File: config.mk
export PLATFORM = sky130hd
export DESIGN_NAME = sequence_generator_fsm
export DESIGN_NICKNAME = d
export VERILOG_FILES = /design/src/rtl/sequence_generator_fsm.sv
export SDC_FILE = /design/constraint.sdc
export NUM_CORES = 1
export LEC_CHECK = 0
export ABC_AREA = 1
export BUFFER_PORTS_ARGS = -buffer_cell sky130_fd_sc_hd__buf_4
export CORE_MARGIN = 1
export CORE_UTILIZATION = 35
export DETAILED_ROUTE_END_ITERATION = 16
export GPL_TIMING_DRIVEN = 0
export PLACE_DENSITY = 0.64
export SETUP_SLACK_MARGIN = 0.1
export SLEW_MARGIN = 15
export SYNTH_ARGS = -nofsm -noshare
export SYNTH_HDL_FRONTEND = slang
export SYNTH_SLANG_ARGS = --single-unit
File: constraint.sdc
create_clock -name clock -period 2.1 [get_ports clock]
set_clock_uncertainty 0.05 [all_clocks]
set_input_delay 0.63 -clock clock [delete_from_list [all_inputs] [get_ports clock]]
set_output_delay 0.63 -clock clock [all_outputs]
set_load 0.05 [all_outputs]
File: src/rtl/sequence_generator_fsm.sv
// Serial MSB-first pattern generator with optional repeats separated by one-cycle gaps.
// First bit one cycle after the start edge; no backpressure, start is ignored while busy.
module sequence_generator_fsm #(
    parameter int PAT_W = 8,
    parameter int LEN_W = 4,
    parameter int CNT_W = 4
) (
    input  logic             clock,
    input  logic             reset,
    input  logic             start,
    input  logic [PAT_W-1:0] pattern,
    input  logic [LEN_W-1:0] pat_len,
    input  logic [CNT_W-1:0] repeat_cnt,
    output logic             sequence_out,
    output logic             bit_valid,
    output logic             frame_start,
    output logic             busy,
    output logic             done
);

    typedef enum logic [1:0] {
        S_IDLE  = 2'd0,
        S_SHIFT = 2'd1,
        S_GAP   = 2'd2,
        S_DONE  = 2'd3
    } state_t;

    localparam logic [LEN_W-1:0] LP_MAX_LEN = LEN_W'(PAT_W);

    state_t             r_state;
    state_t             w_next;
    logic [PAT_W-1:0]   r_pat;
    logic [PAT_W-1:0]   r_shift;
    logic [LEN_W-1:0]   r_len;
    logic [LEN_W-1:0]   r_bit_cnt;
    logic [CNT_W-1:0]   r_rep;

    logic [LEN_W-1:0]   w_eff_len;
    logic [PAT_W-1:0]   w_aligned;
    logic               w_launch;
    logic               w_last_bit;

    // Oversized lengths clamp to the full pattern; left-align so the first bit sits at the MSB.
    assign w_eff_len  = (pat_len > LP_MAX_LEN) ? LP_MAX_LEN : pat_len;
    assign w_aligned  = pattern << (LP_MAX_LEN - w_eff_len);
    assign w_launch   = start && (pat_len != '0);
    assign w_last_bit = (r_bit_cnt == '0);

    always_ff @(posedge clock or posedge reset) begin
        if (reset) begin
            r_state <= S_IDLE;
        end else begin
            r_state <= w_next;
        end
    end

    always_comb begin
        w_next = S_IDLE;
        case (r_state)
            S_IDLE:  w_next = w_launch ? S_SHIFT : S_IDLE;
            S_SHIFT: begin
                if (!w_last_bit)
                    w_next = S_SHIFT;
                else if (r_rep == '0)
                    w_next = S_DONE;
                else
                    w_next = S_GAP;
            end
            S_GAP:   w_next = S_SHIFT;
            S_DONE:  w_next = S_IDLE;
            default: w_next = S_IDLE;
        endcase
    end

    always_ff @(posedge clock or posedge reset) begin
        if (reset) begin
            r_pat     <= '0;
            r_shift   <= '0;
            r_len     <= '0;
            r_bit_cnt <= '0;
            r_rep     <= '0;
        end else begin
            case (r_state)
                S_IDLE: begin
                    if (w_launch) begin
                        r_pat     <= w_aligned;
                        r_shift   <= w_aligned;
                        r_len     <= w_eff_len;
                        r_bit_cnt <= w_eff_len - LEN_W'(1);
                        r_rep     <= repeat_cnt;
                    end
                end
                S_SHIFT: begin
                    r_shift <= r_shift << 1;
                    if (!w_last_bit)
                        r_bit_cnt <= r_bit_cnt - LEN_W'(1);
                    else if (r_rep != '0)
                        r_rep <= r_rep - CNT_W'(1);
                end
                S_GAP: begin
                    r_shift   <= r_pat;
                    r_bit_cnt <= r_len - LEN_W'(1);
                end
                default: begin
                end
            endcase
        end
    end

    always_comb begin
        sequence_out = 1'b0;
        bit_valid    = 1'b0;
        frame_start  = 1'b0;
        busy         = (r_state != S_IDLE);
        done         = (r_state == S_DONE);
        if (r_state == S_SHIFT) begin
            sequence_out = r_shift[PAT_W-1];
            bit_valid    = 1'b1;
            frame_start  = (r_bit_cnt == r_len - LEN_W'(1));
        end
    end

endmodule

# Yosys cells after proc, flatten, opt, wreduce, memory -nomap -nowiden
# Cells that the tools add are included.
# word_totals
reg_bits	30
latchBits	0
ramBits	0
romBits	0
inputBits	19
elab_cells	51
n_memories	0
# op_classes
add_sub_neg	5
multipliers	0
div	0
magnitude_cmp	1
n_eq_ne	8
shifts	1
n_mux	17
n_bitwise	0
reduce_logical	13
# op_table
cell	count
2-to-1 mux 4 bit	6
one-hot mux 8 bit (3 select lines)	1
subtractor 4 x 1 -> 4 bit, second input constant	4
one-hot mux 4 bit (3 select lines)	1
zero test 4 bit	2
2-to-1 mux 8 bit	1
inequality test 2 bit, second input constant	4
one-hot mux 2 bit (4 select lines)	1
one-hot mux 4 bit (2 select lines)	1
nonzero test 4 bit	2
left shift 8 x 4 -> 8 bit	1
2-to-1 mux 1 bit	5
equality test 2 bit, second input constant	2
equality test 4 bit	1
greater-than comparator 4 bit, second input constant	1
AND reduction 2 bit	2
AND reduction 4 bit	1
nonzero test 2 bit	2
subtractor 4 bit, first input constant	1
AND reduction 3 bit	1
nonzero test 3 bit	1
equality test 2 x 1 -> 1 bit, second input constant	1
zero test 2 bit	1
2-to-1 mux 2 bit	1
logical AND 1 bit	1

# Logic depth before layout (Yosys ltp)
# depth
depth_word	6
ltp_mapped	13
mapped_depth_nobuf	12

# Worst setup path after synthesis
# No wires, ideal clock.
# synth_timing
kind	reg-to-output
startpoint	register r_state[1]
endpoint	output frame_start
arrival_ps	2306
required_ps	1420
slack_ps	-886
stages_incl_launch_ff	9
cell_sequence	dfrtp_1 -> inv_1 -> ha_1 -> buf_2 -> buf_4 -> o21ai_0 -> nor3_1 -> nand3_1 -> nor2_1
# synth_via
elab_chain_len	2
# synth_lines
item	line	text
start, declared	30	state_t r_state;
start signal, assigned	53	r_state <= w_next;
equality test 2 x 1 -> 1 bit	116	if (r_state == S_SHIFT) begin
2-to-1 mux 1 bit	116	
end, declared	16	output logic frame_start,
# No other way between the ends.

# Final worst setup path
# layout_timing
startpoint	register r_len[0]
endpoint	output frame_start
# layout_via
elab_chain_len	3
# layout_lines
item	line	text
start, declared	34	logic [LEN_W-1:0] r_len;
start signal, assigned	88	r_len <= w_eff_len;
subtractor 4 x 1 -> 4 bit	119	frame_start = (r_bit_cnt == r_len - LEN_W'(1));
equality test 4 bit	119	
2-to-1 mux 1 bit	116	
# No other way between the ends.

==> metrics <==
crit end category=output pin; Worst setup SP type=flip-flop; htree depth=2; vias in the first global route=1,987; Fin. Hold Viols=0; routed len/inst=around 12 um; count of input and output buffers=22; Worst Path Max Fanout=3; dpl cell area=2420 sq um; Synth Net Count=between 300 and 400; Net Sw Frac=0.462; final setup TNS=-0.247 ns; R2R depth=13; Final min period=~2.3 ns; GPL Wtd Cong=around 0.85; initial DRC count=63; Main synth FF type=dfrtp_1; hold_buf cts=0; Worst-path clk slew=approximately 0.070 ns; Num Clock Sinks=30; Root Driver=clkbuf_8; starting density of the core=0.362; Rows=28; chip width=roughly 80 um; vias per cell=slightly below 5; Synth area leader=dfrtp_1; CTS tree=yes; post-route DRC violation count=0; Synth cell types=28; share of the synthesized area in the top cell type=0.352; Area Overhead vs Synth=26.1%; total track usage=0.180; clock share of power=0.131; RSZ-0062 raised after global routing=true; fin nets=around 380; Routed WL=around 5000 um; violated checks=negative setup slack; FFs w/ async S/R, synth=1.00; Worst R2R Setup Slack=0.31 ns; Post-synth top cells=nand2_1 (110), inv_1 (37), nand3_1 (35), dfrtp_1 (30), o21ai_0 (29); number of synthesized flops with an enable pin=0; Synth warnings=0; Skew-Pair Late Insertion Delay=between 0.2 and 0.3 ns; Logic pwr share=0.608; NetSw=1780 uW; global-route wire length before repair=a little under 9000 um; cell with the most instances after synthesis=nand2_1; full die area=6400 sq um; Rel. slew slack=0.568; Pwr Density=1440 nW/um^2; ANT cells=0; Flop pwr share=0.261; Pre-Repair DR Iteration Count=4; die height=approximately 80 um; VDD IR max=just over 0.7 mV; Synth Cell Area=around 2100 sq um; Pins Over Slew Limit=0; Avg Synthesized Cell Area=between 6 and 7 sq um; Util after Layout=0.457; final clock period utilization by the worst path=1.12; layout cell share with drive strength beyond 1=0.242; Vias=2,075; Final Power=between 3000 and 4000 uW; maxcap violations=0; Core Region=approximately 5900 sq um; synthesized instance count=~320; Synth Register Bits=30; Longest Clk Path Bufs=2; largest net degree at the start of global routing=31; Critical Path AT=between 1.5 and 2 ns; total CTS buffers=5; Ports=24; worst slew pin tran=~0.65 ns; leak pwr=0.00140 uW; Final setup viols=1; Worst EP required=1.42 ns; Routed Antenna Nets=0; Pint=approximately 2100 uW; status=finished with violations; Overflow after GRT=0; largest cells by area after synthesis=dfrtp_1 (35%), nand2_1 (19%), nand3_1 (8.2%), o21ai_0 (6.8%), inv_1 (6.5%); Seq/Total Area, Yosys=0.352; post-route cell area=about 2700 sq um; setup ws final=-0.247 ns; hpwl dp=about 3800 um; crit path kind=reg -> out; worst hold path type=in -> async; antenna violations before repair=0; achievable frequency=roughly 430 MHz
registers in the layout, indices dropped and copies added (netlist names):
register / flops
r_bit_cnt: 4
r_len: 4
r_pat: 8
r_rep: 4
r_shift: 8
r_state: 2
worst max-delay path, stage by stage, from the launching register on:
cell and delay, ns:
dfrtp_1 0.40, inv_2 0.09, ha_4 0.21, inv_4 0.05, o22ai_2 0.05, nor3_2 0.21
nand3_2 0.12, nor2_4 0.09, buf_6 0.15
path summary, 6_finish.rpt:
kind / from / endpoint
max: r_len[0] / frame_start
min: reset / r_bit_cnt[2]
max reg2reg: r_state[1] / r_bit_cnt[2]
min reg2reg: r_shift[6] / r_shift[6]
max in group asynchronous: reset / r_pat[0]
min in group clock: r_shift[6] / r_shift[6]
routing by layer:
metal / global-route usage / up-vias / share of wire / routed length, um
li1: - / 1083 / - / -
met3: 0.0366 / 4 / 0.033 / 164
met5: 0 / - / 0 / 0
met1: 0.235 / 956 / 0.49 / 2460
met4: 0.0589 / 0 / 0.0090 / 45
met2: 0.293 / 32 / 0.47 / 2350
placed cells by master (no fill, tap or decap):
cell	count
buf_8	4
nand2_4	3
clkinvlp_4	1
o21ai_0	28
o21ai_1	2
clkbuf_8	6
buf_2	2
o21ai_2	2
inv_2	7
buf_6	5
dfrtp_1	30
ha_4	3
nor2_2	3
clkbuf_2	1
nand3_1	34
o22ai_2	1
xor2_1	1
nor2_4	1
nand2_2	6
xnor2_1	3
ha_1	5
nand3_2	2
a31oi_1	1
a21oi_4	1
nand4_1	4
clkinv_2	1
a21oi_1	10
inv_4	3
clkbuf_1	1
nand2_1	108
nor2_1	13
o211ai_1	1
nor3_2	1
or2_2	1
inv_1	28
a21oi_2	2
buf_4	30
timing repair:
| action | in CTS | in global routing |
|---|---|---|
| gates resized for setup | 11 | 22 |
| hold endpoints to repair | 0 | 0 |
| pin swaps | 5 | 3 |
| setup buffers | 6 | 5 |
| setup endpoints to repair | 4 | 13 |
power groups by stage:
stage               registers [uW]  clock network (uW)  logic [uW]
finish                        1010                 506        2340
global route                  1040                 542        2640
CTS                            997                 519        2180
detailed placement            1010                   0        2010
global placement              1010                   0        1970
floorplan                      973                   0        1610
per-stage QoR:
stage / cells / hold WS (ns) / setup slack [ns]
3_5_place_dp: 413 / 0.415 / -0.236
4_1_cts: 427 / 0.409 / -0.289
6_report: 430 / 0.379 / -0.247
3_3_place_gp: 413 / 0.414 / -0.220
2_1_floorplan: 316 / 0.399 / -0.175
5_1_grt: 430 / 0.439 / -0.340
kinds of logic (layout without fill, tap and decap cells):
logic type | Yosys count | in the layout | synth area share
buf+inv | 50 | 89 | 0.107
compound gates | 48 | 48 | 0.120
xor+xnor | 4 | 4 | 0.0164
fa+ha+maj | 8 | 8 | 0.0470
simple gates | 176 | 176 | 0.356
flops | 30 | 30 | 0.352
cell type report:
cell class                 count  area [sq um]
inverter                      38           150
fill                         609          3200
tap                           75          93.8
sequential                    30           751
buffer                        11          93.8
multi-input combinational    236          1240
clock buffer                   6          82.6
clock inverter                 2          12.5
timing repair buffer          32           267
No activity file was read; power rests on OpenSTA's default activity.
